[src/rtl/mips_ctrl_pkg.sv]
// Shared types and encodings for the multi-cycle MIPS sequencing controller.
// Optional feature macro: MIPS_CTRL_TRAP_EN (adds the HALT state and trap output).
package mips_ctrl_pkg;

    typedef enum logic [2:0] {
        S_FETCH  = 3'd0,
        S_DECODE = 3'd1,
        S_EXEC   = 3'd2,
        S_MEM    = 3'd3,
        S_WB     = 3'd4
`ifdef MIPS_CTRL_TRAP_EN
        , S_HALT = 3'd5
`endif
    } state_e;

    // Operation class handed to the ALU decoder; NONE yields an all-zero alu_ctl.
    typedef enum logic [1:0] {
        ALU_NONE  = 2'd0,
        ALU_ADD   = 2'd1,
        ALU_SUB   = 2'd2,
        ALU_FUNCT = 2'd3
    } alu_class_e;

    localparam logic [5:0] OP_RTYPE = 6'b000000;
    localparam logic [5:0] OP_LW    = 6'b100011;
    localparam logic [5:0] OP_SW    = 6'b101011;
    localparam logic [5:0] OP_BEQ   = 6'b000100;
    localparam logic [5:0] OP_ADDI  = 6'b001000;
    localparam logic [5:0] OP_J     = 6'b000010;

    localparam logic [5:0] FN_ADD = 6'b100000;
    localparam logic [5:0] FN_SUB = 6'b100010;
    localparam logic [5:0] FN_AND = 6'b100100;
    localparam logic [5:0] FN_OR  = 6'b100101;
    localparam logic [5:0] FN_SLT = 6'b101010;

    localparam logic [3:0] ALU_CTL_ADD = 4'b0010;
    localparam logic [3:0] ALU_CTL_SUB = 4'b0110;
    localparam logic [3:0] ALU_CTL_AND = 4'b0000;
    localparam logic [3:0] ALU_CTL_OR  = 4'b0001;
    localparam logic [3:0] ALU_CTL_SLT = 4'b0111;

    localparam logic [1:0] SRC_B_RT     = 2'b00;
    localparam logic [1:0] SRC_B_FOUR   = 2'b01;
    localparam logic [1:0] SRC_B_IMM    = 2'b10;
    localparam logic [1:0] SRC_B_IMM_SH = 2'b11;

    localparam logic [1:0] PC_SRC_ALU    = 2'b00;
    localparam logic [1:0] PC_SRC_ALUOUT = 2'b01;
    localparam logic [1:0] PC_SRC_JUMP   = 2'b10;

    // True for every opcode the controller knows how to sequence.
    function automatic logic op_legal(input logic [5:0] op);
        logic ok;
        case (op)
            OP_RTYPE, OP_LW, OP_SW, OP_BEQ, OP_ADDI, OP_J: ok = 1'b1;
            default:                                       ok = 1'b0;
        endcase
        return ok;
    endfunction

endpackage

[src/rtl/mips_mc_ctrl_if.sv]
// Unified instruction/data memory handshake between controller and memory.
interface mips_mc_ctrl_if;
    logic mem_req;
    logic mem_we;
    logic i_or_d;
    logic mem_ready;

    modport master (output mem_req, output mem_we, output i_or_d, input mem_ready);
    modport slave  (input mem_req, input mem_we, input i_or_d, output mem_ready);
endinterface

[src/rtl/mips_alu_dec.sv]
// Maps an ALU operation class plus the R-type funct field onto alu_ctl.
module mips_alu_dec
    import mips_ctrl_pkg::*;
(
    input  alu_class_e  cls,
    input  logic [5:0]  funct,
    output logic [3:0]  alu_ctl
);

    // Class/funct decode; unknown funct falls back to add.
    always_comb begin
        alu_ctl = ALU_CTL_AND;
        case (cls)
            ALU_ADD: alu_ctl = ALU_CTL_ADD;
            ALU_SUB: alu_ctl = ALU_CTL_SUB;
            ALU_FUNCT: begin
                case (funct)
                    FN_ADD:  alu_ctl = ALU_CTL_ADD;
                    FN_SUB:  alu_ctl = ALU_CTL_SUB;
                    FN_AND:  alu_ctl = ALU_CTL_AND;
                    FN_OR:   alu_ctl = ALU_CTL_OR;
                    FN_SLT:  alu_ctl = ALU_CTL_SLT;
                    default: alu_ctl = ALU_CTL_ADD;
                endcase
            end
            default: alu_ctl = 4'b0000;
        endcase
    end

endmodule

[src/rtl/mips_mc_ctrl.sv]
// Multi-cycle MIPS controller: FSM, datapath control decode and retire counter.
// Optional feature macro: MIPS_CTRL_TRAP_EN (illegal opcode halts and raises trap).
module mips_mc_ctrl
    import mips_ctrl_pkg::*;
#(
    parameter int CNT_W = 32
) (
    input  logic             clk,
    input  logic             reset,
    input  logic [5:0]       opcode,
    input  logic [5:0]       funct,
    input  logic             zero,
    mips_mc_ctrl_if.master   mem,
    output logic             ir_we,
    output logic             pc_we,
    output logic             reg_we,
    output logic             alu_src_a,
    output logic [1:0]       alu_src_b,
    output logic [3:0]       alu_ctl,
    output logic [1:0]       pc_src,
    output logic             reg_dst,
    output logic             mem_to_reg,
    output logic [2:0]       state,
    output logic [CNT_W-1:0] instr_retired
`ifdef MIPS_CTRL_TRAP_EN
    , output logic           trap
`endif
);

    state_e           state_q, state_d;
    logic [CNT_W-1:0] cnt_q;
    alu_class_e       alu_cls_s;
    logic             mem_req_s, mem_we_s, ir_we_s, pc_we_s, reg_we_s, retire_s;

    mips_alu_dec u_alu_dec (
        .cls     (alu_cls_s),
        .funct   (funct),
        .alu_ctl (alu_ctl)
    );

    // State register; reset aborts any in-flight instruction.
    always_ff @(posedge clk or negedge reset) begin
        if (!reset) begin
            state_q <= S_FETCH;
        end else begin
            state_q <= state_d;
        end
    end

    // Retired-instruction counter, bumped as an instruction leaves its final state.
    always_ff @(posedge clk or negedge reset) begin
        if (!reset) begin
            cnt_q <= '0;
        end else if (retire_s) begin
            cnt_q <= cnt_q + CNT_W'(1);
        end else begin
            cnt_q <= cnt_q;
        end
    end

    // Next-state and control decode; everything defaults to 0 / hold.
    always_comb begin
        state_d    = state_q;
        mem_req_s  = 1'b0;
        mem_we_s   = 1'b0;
        mem.i_or_d = 1'b0;
        ir_we_s    = 1'b0;
        pc_we_s    = 1'b0;
        reg_we_s   = 1'b0;
        alu_src_a  = 1'b0;
        alu_src_b  = SRC_B_RT;
        alu_cls_s  = ALU_NONE;
        pc_src     = PC_SRC_ALU;
        reg_dst    = 1'b0;
        mem_to_reg = 1'b0;
        retire_s   = 1'b0;
        case (state_q)
            S_FETCH: begin
                mem_req_s = 1'b1;
                alu_src_b = SRC_B_FOUR;
                alu_cls_s = ALU_ADD;
                if (mem.mem_ready) begin
                    ir_we_s = 1'b1;
                    pc_we_s = 1'b1;
                    state_d = S_DECODE;
                end else begin
                    state_d = S_FETCH;
                end
            end
            S_DECODE: begin
                // Branch target is precomputed into ALUOut here.
                alu_src_b = SRC_B_IMM_SH;
                alu_cls_s = ALU_ADD;
                if (opcode == OP_J) begin
                    pc_we_s  = 1'b1;
                    pc_src   = PC_SRC_JUMP;
                    retire_s = 1'b1;
                    state_d  = S_FETCH;
                end else if (op_legal(opcode)) begin
                    state_d = S_EXEC;
                end else begin
`ifdef MIPS_CTRL_TRAP_EN
                    state_d  = S_HALT;
`else
                    retire_s = 1'b1;
                    state_d  = S_FETCH;
`endif
                end
            end
            S_EXEC: begin
                alu_src_a = 1'b1;
                case (opcode)
                    OP_RTYPE: begin
                        alu_cls_s = ALU_FUNCT;
                        state_d   = S_WB;
                    end
                    OP_LW, OP_SW: begin
                        alu_src_b = SRC_B_IMM;
                        alu_cls_s = ALU_ADD;
                        state_d   = S_MEM;
                    end
                    OP_ADDI: begin
                        alu_src_b = SRC_B_IMM;
                        alu_cls_s = ALU_ADD;
                        state_d   = S_WB;
                    end
                    OP_BEQ: begin
                        alu_cls_s = ALU_SUB;
                        pc_src    = PC_SRC_ALUOUT;
                        pc_we_s   = zero;
                        retire_s  = 1'b1;
                        state_d   = S_FETCH;
                    end
                    default: state_d = S_FETCH;
                endcase
            end
            S_MEM: begin
                mem_req_s  = 1'b1;
                mem.i_or_d = 1'b1;
                mem_we_s   = (opcode == OP_SW);
                if (mem.mem_ready) begin
                    if (opcode == OP_SW) begin
                        retire_s = 1'b1;
                        state_d  = S_FETCH;
                    end else begin
                        state_d  = S_WB;
                    end
                end else begin
                    state_d = S_MEM;
                end
            end
            S_WB: begin
                reg_we_s   = 1'b1;
                reg_dst    = (opcode == OP_RTYPE);
                mem_to_reg = (opcode == OP_LW);
                retire_s   = 1'b1;
                state_d    = S_FETCH;
            end
`ifdef MIPS_CTRL_TRAP_EN
            S_HALT: state_d = S_HALT;
`endif
            default: state_d = S_FETCH;
        endcase
    end

    // Strobes are gated by reset so nothing is written while held in reset.
    assign mem.mem_req   = mem_req_s & reset;
    assign mem.mem_we    = mem_we_s  & reset;
    assign ir_we         = ir_we_s   & reset;
    assign pc_we         = pc_we_s   & reset;
    assign reg_we        = reg_we_s  & reset;
    assign state         = state_q;
    assign instr_retired = cnt_q;
`ifdef MIPS_CTRL_TRAP_EN
    assign trap          = (state_q == S_HALT);
`endif

endmodule
[src/flat_wrapper.sv]
// flat-port wrapper written by rule: the top's interface ports become plain ports
module mips_mc_ctrl_flat import mips_ctrl_pkg::*;
#(
    parameter int CNT_W = 32
)
  (clk, reset, opcode, funct, zero, ir_we, pc_we, reg_we, alu_src_a, alu_src_b, alu_ctl, pc_src, reg_dst, mem_to_reg, state, instr_retired, mem_mem_req, mem_mem_we, mem_i_or_d, mem_mem_ready);
  mips_mc_ctrl_if mem_i ();
  input  logic clk;
  input  logic reset;
  input  logic [5:0] opcode;
  input  logic [5:0] funct;
  input  logic zero;
  output logic ir_we;
  output logic pc_we;
  output logic reg_we;
  output logic alu_src_a;
  output logic [1:0] alu_src_b;
  output logic [3:0] alu_ctl;
  output logic [1:0] pc_src;
  output logic reg_dst;
  output logic mem_to_reg;
  output logic [2:0] state;
  output logic [CNT_W-1:0] instr_retired;
  output wire logic [$bits(mem_i.mem_req)-1:0] mem_mem_req;
  output wire logic [$bits(mem_i.mem_we)-1:0] mem_mem_we;
  output wire logic [$bits(mem_i.i_or_d)-1:0] mem_i_or_d;
  input wire logic [$bits(mem_i.mem_ready)-1:0] mem_mem_ready;
  assign mem_mem_req = mem_i.mem_req;
  assign mem_mem_we = mem_i.mem_we;
  assign mem_i_or_d = mem_i.i_or_d;
  assign mem_i.mem_ready = mem_mem_ready;
  mips_mc_ctrl #(.CNT_W(CNT_W)) u_core (.clk(clk), .reset(reset), .opcode(opcode), .funct(funct), .zero(zero), .mem(mem_i), .ir_we(ir_we), .pc_we(pc_we), .reg_we(reg_we), .alu_src_a(alu_src_a), .alu_src_b(alu_src_b), .alu_ctl(alu_ctl), .pc_src(pc_src), .reg_dst(reg_dst), .mem_to_reg(mem_to_reg), .state(state), .instr_retired(instr_retired));
endmodule
[config.mk]
export PLATFORM = sky130hd
export DESIGN_NAME = mips_mc_ctrl_flat
export DESIGN_NICKNAME = d
export VERILOG_FILES = /design/src/rtl/mips_ctrl_pkg.sv /design/src/rtl/mips_mc_ctrl_if.sv /design/src/rtl/mips_alu_dec.sv /design/src/rtl/mips_mc_ctrl.sv /design/src/flat_wrapper.sv
export SDC_FILE = /design/constraint.sdc
export NUM_CORES = 1
export LEC_CHECK = 0
export CAP_MARGIN = 10
export CELL_PAD_IN_SITES_DETAIL_PLACEMENT = 1
export CELL_PAD_IN_SITES_GLOBAL_PLACEMENT = 1
export CORE_MARGIN = 5
export CORE_UTILIZATION = 30
export CTS_CLUSTER_SIZE = 14
export DETAILED_ROUTE_END_ITERATION = 7
export HOLD_SLACK_MARGIN = 0.08
export PLACE_DENSITY_LB_ADDON = 0.1
export SLEW_MARGIN = 20
export SYNTH_ARGS = -nofsm -noshare
export SYNTH_HDL_FRONTEND = slang
export SYNTH_SLANG_ARGS = --single-unit
export TNS_END_PERCENT = 20
[constraint.sdc]
create_clock -name clk -period 3.5 [get_ports clk]
set_clock_uncertainty 0.2 [all_clocks]
set_input_delay 0.35 -clock clk [delete_from_list [all_inputs] [get_ports clk]]
set_output_delay 0.35 -clock clk [all_outputs]
set_load 0.03 [all_outputs]
==> results.cfg <==
[run_status]
status = finished clean

[final_layout]
drive_above_1_share_pct = 10.56
fin_nets = 300
n_antenna_cell = 0
syn2layout_area_growth_pct = 41.40
n_fill_cell = 771

[clocking]
clk_latency_ns = 0.28
cts_resized = 0
ctsHoldBuffers = 1
cts_num_sinks = 35
numCtsBuffers = 5
post_cts_buffers = 0
clk_pin_slew_ns = 0.06
h-tree-depth = 2
tritoncts = yes
clk_path_buf_depth = 2
root_buffer = clkbuf_8

[detailed_routing]
vias_per_cell = 4.973
drt-total-wl_um = 5829
ant_nets = 0
drt_iter0_markers = 40
drtPass1Iterations = 4
via_count = 1810
wl_per_cell_um = 16.01
drc = 0

[critical_path]
required_ns = 2.95
arrival_ns = 2.69
start_kind = input pin
rrSetupSlack_ns = 1.00
worstReg2RegStart = u_core.state[0]$_DFF_PN0_
slowest_stage = clkdlybuf4s50_1
crit_path_max_incr_delay_ns = 0.59
reg2reg_to = u_core.instr_retired[1]$_DFFE_PN0P_
critPathKind = input pin to output pin
crit_chain = clkdlybuf4s50_1 -> or4_4 -> nor2_1 -> o21ai_0 -> o21ai_0 -> mux2_2 -> clkdlybuf4s50_1
critical_path_peak_fanout = 4
endpoint_kind = output pin
worst_r2r_path_depth = 6

[sta]
fin_crit_sh_pct = 92.70
max_freq_mhz = 308.2
worst_pin_slew_ns = 0.7367
fin_crit_ns = 3.245
finalHoldViolCount = 0
relSlewSlack_pct = 50.44
setup_viol = 0
setup_slack_ns = 0.2554
tns_ns = 0
slew_violations = 0
rsz0062_at_grt = no

[hold_path]
whs_path_depth = 1
hold_path.class = flop to flop
min_delay_worst_endpoint = u_core.instr_retired[31]$_DFFE_PN0P_
worstHoldStart = u_core.instr_retired[31]$_DFFE_PN0P_

[placed_design]
dpl.hpwl_um = 4334
io_buffers = 66
pre_cts_slack_ns = 0.2334
routabilityCongestion = 0.7597

[floorplanning]
start_util_pct = 30.63
core_um2 = 6719
rows = 30
io_pins = 68
die_area_um2 = 8617
die_x_um = 92.83
die_h_um = 92.83

[power]
vdd_drop_max_mv = 0.1293
internal_power_uw = 746.7
p_sw_uw = 400.9
pwr_density_cell_nw_per_um2 = 394.3
pwr-share-seq_pct = 44.1
comb_power_share_pct = 31.5
swShare_pct = 34.94
power.leakage_nw = 1.162
p_clk_share_pct = 24.4

[logic_synthesis]
syn_inst = 207
synth_area_per_cell_um2 = 9.943
syn_nets = 224
ys_seq_area_share_pct = 42.55
synth_cell_types = 45
ys_warn_count = 0
synth_area_um2 = 2058
synth_top_area_share_pct = 42.55
yosysMostFrequentCell = dfrtp_1
synth_ff_type = dfrtp_1
synth_edf_count = 0
ys_ff_latch = 35
synth_async_sr_flop_share_pct = 100.0
synth_area_leaders = dfrtp_1 (43%), xnor2_1 (13%), nand3_1 (4.6%)
synth_common_cells = dfrtp_1 (35), xnor2_1 (30), nand3_1 (19)
yosysTopAreaCell = dfrtp_1

[grt]
grt_use_total_pct = 13.73
grt_overflow = 0
antenna_found_initial = 0
grt_pass1_wl_um = 9584
grt_max_degree = 36
grt_pass1_vias = 1893

[job]
drv_cap = 0
[kinds of logic after synthesis]
logic type      after synthesis  synth area share, %
simple gates                106                31.85
flops                        35                42.55
xor+xnor                     31                13.19
compound gates               18                6.019
buf+inv                      13                4.498
mux                           2                1.094
fa+ha+maj                     1               0.6078
other cells                   1               0.1822
[cells in the final DEF (no fill, tap or decap), types with 3 or more instances in the layout]
cell | synthesis | routed
a21oi_1 | 5 | 5
and3_1 | 9 | 9
and4_1 | 5 | 5
buf_4 | 1 | 11
clkbuf_8 | 0 | 5
clkdlybuf4s50_1 | 0 | 65
dfrtp_1 | 35 | 35
inv_1 | 4 | 4
nand2_1 | 10 | 10
nand2b_1 | 3 | 3
nand3_1 | 19 | 19
nand3b_1 | 3 | 3
nand4_1 | 14 | 14
nand4_2 | 3 | 3
nor2_1 | 12 | 12
nor2b_1 | 3 | 3
nor3_1 | 5 | 5
nor4_1 | 3 | 3
o21ai_0 | 7 | 7
xnor2_1 | 30 | 30
[per-layer routing]
layer	track usage [%]	wire [um]	part of all wire (%)
met1	20.02	2988	51
met2	20.28	2566	44
met3	3.168	216	3.7
met4	3.663	57	0.98
met5	0	0	0
[worst max-delay path by stage]
| stage | from | end | slack [ns] | cells past startpoint |
|---|---|---|---|---|
| floorplan | u_core.state[2]$_DFF_PN0_ | pc_we | 0.66 | 4 |
| global placement | opcode[1] | alu_ctl[1] | 0.30 | 7 |
| detailed placement | opcode[1] | alu_ctl[1] | 0.23 | 7 |
| CTS | opcode[1] | alu_ctl[1] | 0.23 | 7 |
| global route | opcode[5] | alu_ctl[1] | 0.13 | 7 |
| finish | opcode[1] | alu_ctl[1] | 0.26 | 7 |
[stage by stage]
step / area [um2] / util [%] / hold WS, ns / total power, mW / std cells
after floorplan: 2058 / - / -0.1456 / 0.7268 / 207
after global placement: 2819 / 41.96 / 0.2699 / 0.8731 / 355
after global routing: 2910 / 43.31 / 0.3226 / 1.218 / 364
after detailed placement: 2819 / 41.96 / 0.2691 / 0.8810 / 355
final: 2910 / 43.31 / 0.2790 / 1.148 / 364
after CTS: 2910 / 43.31 / 0.2803 / 1.169 / 364
[power groups by stage]
stage | clock [mW] | combinational, mW | sequential (mW)
after CTS | 0.294 | 0.367 | 0.508
after global placement | 0 | 0.360 | 0.514
final | 0.280 | 0.361 | 0.506
after floorplan | 0 | 0.137 | 0.590
after detailed placement | 0 | 0.365 | 0.516
after global routing | 0.313 | 0.389 | 0.516
[state kept, by name (all words and copies together), names as in the netlist]
register	flops
u_core.instr_retired	32
u_core.state	3
[worst max-delay path, delay by kind of cell]
kind                   cells  cell delay [ns]
AO/OA/AOI/OAI              2             0.22
buffers and inverters      2             1.02
multiplexers               1             0.37
AND/OR/NAND/NOR            2             0.73
[cell type report]
type	instances	area (um2)	area share [%]
Sequential cell	35	875.8	30.09
Inverter	4	15.01	0.5159
Tap cell	80	100.1	3.439
Clock buffer	7	76.32	2.623
Timing Repair Buffer	78	748.2	25.71
Clock inverter	1	5.005	0.1720
Multi-Input combinational cell	159	1090	37.45
No activity file was read; power rests on OpenSTA's default activity.
